<file path="src/rtl/seq_pattern_detector.sv">
// seq_pattern_detector
// Serial bit-pattern detector for framing/sync-word spotting. A qualified
// one-bit stream is shifted into a history register and compared against a
// runtime-programmable, optionally masked pattern of PAT_LEN bits. Matches
// produce a one-cycle registered pulse and bump a saturating counter.
// Overlapping and non-overlapping match modes are selectable at runtime.

module seq_pattern_detector #(
  parameter int unsigned        PAT_LEN     = 6,
  parameter logic [PAT_LEN-1:0] PATTERN     = 6'b110101,
  parameter logic               OVERLAP_DEF = 1'b1,
  parameter int unsigned        CNT_W       = 8
) (
  input  logic               clk,
  input  logic               rstn,
  input  logic               in_valid,
  input  logic               in,
  input  logic               cfg_load,
  input  logic [PAT_LEN-1:0] cfg_pattern,
  input  logic [PAT_LEN-1:0] cfg_mask,
  input  logic               cfg_overlap,
  input  logic               cnt_clr,
  output logic               match,
  output logic [CNT_W-1:0]   match_cnt
);

  // The fill counter must be able to hold the value PAT_LEN itself.
  localparam int unsigned        FILL_W    = $clog2(PAT_LEN + 1);
  localparam logic [FILL_W-1:0]  FILL_ZERO = {FILL_W{1'b0}};
  localparam logic [FILL_W-1:0]  FILL_ONE  = {{(FILL_W-1){1'b0}}, 1'b1};
  localparam logic [FILL_W-1:0]  FILL_FULL = FILL_W'(PAT_LEN);
  localparam logic [PAT_LEN-1:0] PAT_ZERO  = {PAT_LEN{1'b0}};
  localparam logic [PAT_LEN-1:0] PAT_ONES  = {PAT_LEN{1'b1}};
  localparam logic [CNT_W-1:0]   CNT_ZERO  = {CNT_W{1'b0}};
  localparam logic [CNT_W-1:0]   CNT_ONE   = {{(CNT_W-1){1'b0}}, 1'b1};
  localparam logic [CNT_W-1:0]   CNT_MAX   = {CNT_W{1'b1}};

  // Architectural state.
  logic [PAT_LEN-1:0] r_hist;
  logic [FILL_W-1:0]  r_fill;
  logic [PAT_LEN-1:0] r_pat;
  logic [PAT_LEN-1:0] r_msk;
  logic               r_ovl;
  logic               r_match;
  logic [CNT_W-1:0]   r_cnt;

  // Combinational next-state values.
  logic               w_accept;
  logic [PAT_LEN-1:0] w_hist_shift;
  logic [FILL_W-1:0]  w_fill_inc;
  logic               w_window_full;
  logic               w_compare_ok;
  logic               w_hit;
  logic [PAT_LEN-1:0] w_hist_d;
  logic [FILL_W-1:0]  w_fill_d;
  logic [PAT_LEN-1:0] w_pat_d;
  logic [PAT_LEN-1:0] w_msk_d;
  logic               w_ovl_d;
  logic               w_match_d;
  logic [CNT_W-1:0]   w_cnt_d;

  // A bit is consumed only when valid and not shadowed by a config load.
  assign w_accept = in_valid & ~cfg_load;

  // Candidate window after shifting the incoming bit in at the LSB.
  assign w_hist_shift = {r_hist[PAT_LEN-2:0], in};

  // Saturating fill count: never exceeds PAT_LEN.
  always_comb begin
    w_fill_inc = r_fill;
    if (r_fill == FILL_FULL) begin
      w_fill_inc = FILL_FULL;
    end else begin
      w_fill_inc = r_fill + FILL_ONE;
    end
  end

  // Masked comparison; bits with mask 0 are don't-care, so an all-zero mask
  // hits on every accepted bit once the window is full.
  assign w_window_full = (w_fill_inc == FILL_FULL);
  assign w_compare_ok  = (((w_hist_shift ^ r_pat) & r_msk) == PAT_ZERO);
  assign w_hit         = w_accept & w_window_full & w_compare_ok;

  // Next-state for window, configuration and match pulse.
  always_comb begin
    w_hist_d  = r_hist;
    w_fill_d  = r_fill;
    w_pat_d   = r_pat;
    w_msk_d   = r_msk;
    w_ovl_d   = r_ovl;
    w_match_d = 1'b0;
    if (cfg_load) begin
      // New configuration restarts the window; any same-cycle bit is dropped.
      w_pat_d  = cfg_pattern;
      w_msk_d  = cfg_mask;
      w_ovl_d  = cfg_overlap;
      w_hist_d = PAT_ZERO;
      w_fill_d = FILL_ZERO;
    end else if (w_hit) begin
      w_match_d = 1'b1;
      w_hist_d  = w_hist_shift;
      if (r_ovl) begin
        // Keep the full window so the very next bit can complete a match.
        w_fill_d = FILL_FULL;
      end else begin
        // Demand PAT_LEN fresh bits before the next match can occur.
        w_fill_d = FILL_ZERO;
      end
    end else if (w_accept) begin
      w_hist_d = w_hist_shift;
      w_fill_d = w_fill_inc;
    end else begin
      w_hist_d = r_hist;
      w_fill_d = r_fill;
    end
  end

  // Match counter: clear wins over hold, but a coincident hit counts as one.
  always_comb begin
    w_cnt_d = r_cnt;
    if (cnt_clr) begin
      if (w_hit) begin
        w_cnt_d = CNT_ONE;
      end else begin
        w_cnt_d = CNT_ZERO;
      end
    end else if (w_hit) begin
      if (r_cnt == CNT_MAX) begin
        w_cnt_d = CNT_MAX;
      end else begin
        w_cnt_d = r_cnt + CNT_ONE;
      end
    end else begin
      w_cnt_d = r_cnt;
    end
  end

  // Window and fill state; reset discards any partial pattern.
  always_ff @(posedge clk or negedge rstn) begin
    if (!rstn) begin
      r_hist <= PAT_ZERO;
      r_fill <= FILL_ZERO;
    end else begin
      r_hist <= w_hist_d;
      r_fill <= w_fill_d;
    end
  end

  // Active configuration; reset restores the build-time pattern and mode.
  always_ff @(posedge clk or negedge rstn) begin
    if (!rstn) begin
      r_pat <= PATTERN;
      r_msk <= PAT_ONES;
      r_ovl <= OVERLAP_DEF;
    end else begin
      r_pat <= w_pat_d;
      r_msk <= w_msk_d;
      r_ovl <= w_ovl_d;
    end
  end

  // Registered outputs: match pulse and saturating counter.
  always_ff @(posedge clk or negedge rstn) begin
    if (!rstn) begin
      r_match <= 1'b0;
      r_cnt   <= CNT_ZERO;
    end else begin
      r_match <= w_match_d;
      r_cnt   <= w_cnt_d;
    end
  end

  assign match     = r_match;
  assign match_cnt = r_cnt;

endmodule

</file>
<file path="config.mk">
export PLATFORM = sky130hd
export DESIGN_NAME = seq_pattern_detector
export DESIGN_NICKNAME = d
export VERILOG_FILES = /design/src/rtl/seq_pattern_detector.sv
export SDC_FILE = /design/constraint.sdc
export NUM_CORES = 1
export LEC_CHECK = 0
export BUFFER_PORTS_ARGS = -buffer_cell sky130_fd_sc_hd__buf_2
export CORE_MARGIN = 5
export CORE_UTILIZATION = 54
export CTS_BUF_LIST = sky130_fd_sc_hd__clkbuf_16
export CTS_CLUSTER_DIAMETER = 30
export DETAILED_ROUTE_END_ITERATION = 6
export PLACE_DENSITY = 0.87
export SKIP_LAST_GASP = 1
export SLEW_MARGIN = 10
export SYNTH_ARGS = -nofsm -noshare
export SYNTH_HDL_FRONTEND = slang
export SYNTH_SLANG_ARGS = --single-unit
</file>
<file path="constraint.sdc">
create_clock -name clk -period 3.25 [get_ports clk]
set_clock_uncertainty 0.1 [all_clocks]
set_input_delay 0.1625 -clock clk [delete_from_list [all_inputs] [get_ports clk]]
set_output_delay 0.1625 -clock clk [all_outputs]
set_load 0.05 [all_outputs]
</file>
==> impl_metrics.csv, run 1 <==
group,metric,value,unit
cts,cts_sinks,30,
sta,whs,0.0178,ns
cts,cts_htree_levels,2,
floorplan,die_area,0.00393,mm2
grt,grt_remaining_overflow,0,
cts,cts_buffer_depth,2,
placed_design,dpl.hpwl,2310,um
placed_design,place_inst,180,
logic_synthesis,ys_seq_area_share,51.0,%
floorplan,rows,19,
logic_synthesis,syn_area,0.00150,mm2
sta,setup_viol,0,
setup_path,cp.arrival,2.61,ns
setup_path,crit_path_end_kind,"register",
cts,cts-root-buf,"clkbuf_16",
logic_synthesis,synth_edf_count,0,
logic_synthesis,synth_top_area_share,31.7,%
logic_synthesis,synth_common_cells,"dfrtp_1, mux2_2, nor2_1, dfstp_2, nand2_1",
grt,use_met1,20.0,%
logic_synthesis,yosysMostFrequentCell,"dfrtp_1",
cts,clock_latency,0.28,ns
route,wl_per_cell,17.4,um
setup_path,crit_fanout,10,
setup_path,cp.required,3.32,ns
sta,finalHoldViolations,0,
setup_path,crit_type,"register to register",
finish,fillers,218,
power_and_ir_drop,power.leakage,0.839,nW
floorplan,core_region_area,0.00271,mm2
sta,tns,0,ns
finish,final_cells,189,
cts,cts_made_buffers,5,
logic_synthesis,synthTopCellsByArea,"dfrtp_1, dfstp_2, mux2_2, xor2_1, mux2i_1",
logic_synthesis,yosysWarnings,0,
grt,busiest_layer,"met2",
run_status,status,"completed",
min_path,min_path_type,"input pin to register",
setup_path,startpoint,"r_fill[0]",
setup_path,cp_top_family,"simple AND/OR/NAND/NOR gates",
power_and_ir_drop,seq_power_share,45.4,%
sta,relSlewSlack,56.8,%
placed_design,gp_congestion,0.825,
grt,antenna_found_initial,0,
floorplan,die_y,62.7,um
floorplan,pin_count,28,
cts,ctsHoldBuffers,1,
grt,grt_pass1_vias,1231,
sta,finalCriticalPeriod,2.54,ns
sta,period_share,78.1,%
route,drt_iter0_drc,66,
flow_run,cap_viol_max_count,0,
route,wirelength,3290,um
setup_path,critPathSlowestCell,"or4_4",
sta,slew_violations,0,
logic_synthesis,async_flop_share,100,%
logic_synthesis,syn-mean-instance-area,11.8,um2
sta,tightest_slew,0.648,ns
min_path,min_from,"cfg_pattern[5]",
route,first_pass_iters,5,
placed_design,port_buffers,27,
route,drc,0,
logic_synthesis,synth-seq-cells,30,
logic_synthesis,syn_inst,127,
power_and_ir_drop,ir_worst_vdd,0.000450,V
power_and_ir_drop,power_density,517,mW/mm2
sta,rsz0062_at_grt,"no",
logic_synthesis,synth_cell_types,35,
power_and_ir_drop,power_frac_clock,46.7,%
setup_path,worst_setup_path_start_kind,"register",
setup_path,critPathMaxStageDelay,0.62,ns
logic_synthesis,synth.net_count,149,
power_and_ir_drop,p_int,0.717,mW
route,via_per_inst,5.90,
finish,drive_above_1_share,39.9,%
setup_path,path_cells,"inv_1 > ha_1 > and3b_1 > a2111o_1 > or4_4 > clkinv_8 > a41oi_1 > a311oi_2",
finish,multi_input_area,677,um2
floorplan,initial_core_util,55.3,%
grt,grt_usage,18.7,%
grt,grt_max_degree,31,
route,ant_nets,0,
power_and_ir_drop,p_sw,0.206,mW
route,vias,1116,
grt,met2_usage,30.7,%
grt,grt_pass1_wl,5640,um
finish,syn_to_final_growth,19.1,%
logic_synthesis,synth_top_area_cell,"dfrtp_1",
logic_synthesis,synth_ff_type,"dfrtp_1",
setup_path,rr_startpoint,"r_fill[0]",
sta,fmax,0.394,GHz
grt,grt_use_met3,5.76,%
cts,path_clk_slew,0.05,ns
power_and_ir_drop,pwr-share-comb,7.9,%
finish,seqCellArea,764,um2
setup_path,path_buf_inv,2,
cts,post_cts_buffers,0,
cts,cts-resized-gates,0,
finish,nets,179,
cts,cts_tree,"yes",
power_and_ir_drop,switching_share,22.4,%
finish,n_antenna_cell,0,
floorplan,die_x,62.7,um
[worst paths after layout]
check	cells past startpoint	to	slack (ns)
worst max-delay path	8	match_cnt[6]	0.71
worst min-delay path	2	r_pat[5]	0.02
worst max register to register	8	match_cnt[6]	0.71
worst min register to register	2	r_fill[1]	0.42
max in group asynchronous	2	match_cnt[4]	2.27
min in group asynchronous	2	r_pat[3]	0.35
[cells in the final DEF, fill, tap and decap left out, types with 3 or more instances in the layout]
cell type / synthesis / final
a21oi_1: 7 / 7
a22o_1: 3 / 3
a41oi_1: 3 / 3
buf_2: 0 / 27
clkbuf_16: 0 / 5
clkinv_1: 0 / 3
dfrtp_1: 19 / 19
dfstp_2: 11 / 11
ha_1: 3 / 3
mux2_2: 13 / 13
mux2i_1: 5 / 5
nand2_1: 8 / 8
nand2b_1: 3 / 3
nand3_1: 4 / 4
nor2_1: 13 / 13
xor2_1: 6 / 6
[final cells by class]
| class | count | share of cell area (%) |
|---|---|---|
| Inverter | 3 | 1.33 |
| Sequential cell | 30 | 42.8 |
| Clock buffer | 5 | 7.01 |
| Timing Repair Buffer | 28 | 8.13 |
| Multi-Input combinational cell | 89 | 37.9 |
| Clock inverter | 3 | 0.631 |
| Tap cell | 31 | 2.17 |
[sequential cells by signal, indices dropped and copies added, names as in the netlist]
signal	cells
r_ovl	1
r_pat	6
r_fill	3
match_cnt	8
r_hist	5
r_msk	6
match	1
[layer usage]
layer | routed length [um] | vias up
li1 | - | 520
met1 | 1260 | 548
met2 | 1730 | 33
met3 | 153 | 15
met4 | 145 | 0
met5 | 0 | -
[stage by stage]
step / worst slack [ns] / instance area, um2 / power [mW] / utilization, %
2_1_floorplan: 0.839 / 1500 / 0.466 / -
3_3_place_gp: 0.854 / 1640 / 0.490 / 60.5
3_5_place_dp: 0.735 / 1640 / 0.496 / 60.5
4_1_cts: 0.704 / 1790 / 0.928 / 65.9
5_1_grt: 0.630 / 1790 / 0.957 / 65.9
6_report: 0.710 / 1790 / 0.923 / 65.9
[kinds of logic after synthesis]
logic type,synth area share (%)
AND/OR/NAND/NOR,14.5
flip-flops,51.0
AO/OA/AOI/OAI,10.5
multiplexers,14.1
buffers and inverters,3.84
XOR/XNOR,3.51
adder cells (fa/ha/maj),2.50
[power groups by stage]
stage / registers (mW) / clock network, mW / logic, mW
after floorplan: 0.419 / 0 / 0.0467
after global placement: 0.422 / 0 / 0.0675
after detailed placement: 0.424 / 0 / 0.0720
after CTS: 0.419 / 0.436 / 0.0743
after global routing: 0.421 / 0.455 / 0.0815
final: 0.419 / 0.431 / 0.0734
Power figures use the tool's default switching activity.
==> inputs of run 2 (changes only) <==
CORE_UTILIZATION = 49   (was 54)
PLACE_DENSITY = 0.84   (was 0.87)
clock period = 2.05 ns   (was 3.25 ns; I/O delays follow)
==> impl_metrics.csv, run 2 (synthesis results as in run 1) <==
group,metric,value,unit
finish,drive_above_1_share,45.4,%
route,drc,0,
cts,cts_tree,"yes",
setup_path,worst_setup_path_start_kind,"register",
sta,fin_ws,-0.258,ns
route,via_per_inst,5.46,
finish,final_cell_mix,"buf_2, dfrtp_1, dlygate4sd3_1",
sta,setup_viol,10,
sta,period_share,113,%
sta,rsz0062_at_grt,"yes",
floorplan,die_area,0.00427,mm2
sta,tightest_slew,0.647,ns
finish,finalInstanceArea,0.00207,mm2
finish,largest_reg_flops,8,
route,dr_wl_met3,178,um
setup_path,crit_path_end_kind,"register",
placed_design,gp_congestion,0.910,
cts,clock_latency,0.27,ns
route,first_pass_iters,4,
sta,finalCriticalPeriod,2.31,ns
route,ant_nets,0,
setup_path,rr_startpoint,"r_fill[1]",
finish,n_antenna_cell,0,
finish,layout_commonest_cell,"buf_2",
floorplan,die_y,65.3,um
setup_path,crit_type,"register to register",
flow_run,cap_viol_max_count,0,
route,wl_per_cell,15.2,um
cts,cts_made_buffers,5,
floorplan,die_x,65.3,um
setup_path,cp.arrival,2.37,ns
power_and_ir_drop,power_density,719,mW/mm2
route,vias,1191,
cts,cts_buffer_depth,2,
setup_path,r2r_setup_slack,-0.26,ns
placed_design,dpl.hpwl,2270,um
setup_path,reg2reg_depth,7,
sta,relSlewSlack,56.9,%
grt,antenna_found_initial,0,
power_and_ir_drop,switching_share,21.8,%
setup_path,cp.required,2.11,ns
power_and_ir_drop,p_int,1.16,mW
power_and_ir_drop,power.leakage,0.978,nW
cts,cts-root-buf,"clkbuf_16",
finish,syn_to_final_growth,38.1,%
floorplan,core_region_area,0.00300,mm2
placed_design,place_area,0.00175,mm2
power_and_ir_drop,p_sw,0.324,mW
cts,cts_htree_levels,2,
finish,nets,206,
power_and_ir_drop,ir_worst_vdd,0.000512,V
cts,cts_sinks,30,
cts,path_clk_slew,0.05,ns
setup_path,crit_fanout,5,
min_path,min_from,"cnt_clr",
grt,grt_usage,17.4,%
power_and_ir_drop,power_frac_clock,45.4,%
setup_path,path_cells,"ha_2 > and3b_1 > a2111o_1 > or4_4 > clkinv_8 > nand4_4 > mux2_4",
grt,grt_remaining_overflow,0,
route,met2_length,1700,um
setup_path,r2r-end,"match_cnt[5]",
route,wirelength,3320,um
finish,fillers,213,
setup_path,cp_top_family,"simple AND/OR/NAND/NOR gates",
floorplan,rows,20,
placed_design,port_buffers,27,
grt,grt_max_degree,31,
min_path,min_path_type,"input pin to register",
route,drt-met1-wl,1360,um
sta,slew_violations,0,
route,dr.max_layer_used,"met4",
setup_path,path_buf_inv,1,
sta,finalHoldViolations,0,
floorplan,initial_core_util,49.9,%
min_path,min_path_cells,2,
setup_path,critPathSlowestCell,"or4_4",
grt,grt_pass1_vias,1215,
sta,fmax,0.433,GHz
power_and_ir_drop,seq_power_share,44.6,%
power_and_ir_drop,pwr-share-comb,10.0,%
setup_path,critPathMaxStageDelay,0.50,ns
grt,grt_pass1_wl,5550,um
floorplan,pin_count,28,
run_status,violations,"negative setup slack",
min_path,min_delay_worst_endpoint,"match_cnt[1]",
run_status,status,"complete, but fails checks",
finish,final_util,69.0,%
route,drt_iter0_drc,52,
run 2: routing by layer:
| layer | GRT usage [%] | up-vias |
|---|---|---|
| met4 | 8.03 | 0 |
| met2 | 28.6 | 32 |
| met5 | 0 | - |
| met1 | 19.7 | 581 |
| li1 | - | 571 |
| met3 | 7.18 | 7 |
run 2: how the worst max path moves through the flow:
stage               startpoint           end  slack [ns]  cells after the start
finish               r_fill[1]  match_cnt[5]       -0.26                      7
global route         r_fill[1]  match_cnt[5]       -0.33                      7
CTS                  r_fill[1]  match_cnt[5]       -0.25                      7
detailed placement   r_fill[1]  match_cnt[5]       -0.27                      7
global placement     r_fill[1]  match_cnt[5]       -0.19                      7
floorplan            r_fill[0]  match_cnt[5]       -0.23                      9
run 2: cell type report:
class                      instances  area, um2  area share [%]
timing repair buffer              55        384            18.5
tap                               33       41.3            1.99
multi-input combinational         89        719            34.7
clock inverter                     3       12.5           0.604
clock buffer                       5        125            6.04
sequential                        30        764            36.9
inverter                           3       23.8            1.15
run 2: through the flow:
| step | instances | hold WS (ns) | setup TNS, ns | power (mW) | setup WS, ns |
|---|---|---|---|---|---|
| 5_1_grt | 218 | 0.0267 | -2.64 | 1.56 | -0.326 |
| 2_1_floorplan | 127 | -0.293 | -0.593 | 0.742 | -0.229 |
| 4_1_cts | 218 | 0.0127 | -1.76 | 1.50 | -0.249 |
| 3_5_place_dp | 193 | 0.0687 | -1.54 | 0.798 | -0.272 |
| 6_report | 218 | 0.0180 | -1.82 | 1.49 | -0.258 |
| 3_3_place_gp | 193 | 0.0574 | -0.870 | 0.788 | -0.189 |
run 2: what timing repair did:
action | CTS | global route
pin swaps | 0 | 1
buffers inserted | 3 | 0
hold buffers | 14 | 0
setup endpoints to repair | 9 | 10
cloned | 0 | 0
resized for setup | 1 | 5
hold endpoints to repair | 32 | 0
run 2: power groups by stage:
stage / clock network [mW] / logic [mW] / registers (mW)
4_1_cts: 0.692 / 0.150 / 0.663
2_1_floorplan: 0 / 0.0758 / 0.666
5_1_grt: 0.729 / 0.162 / 0.667
6_report: 0.676 / 0.148 / 0.664
3_5_place_dp: 0 / 0.126 / 0.672
3_3_place_gp: 0 / 0.119 / 0.669
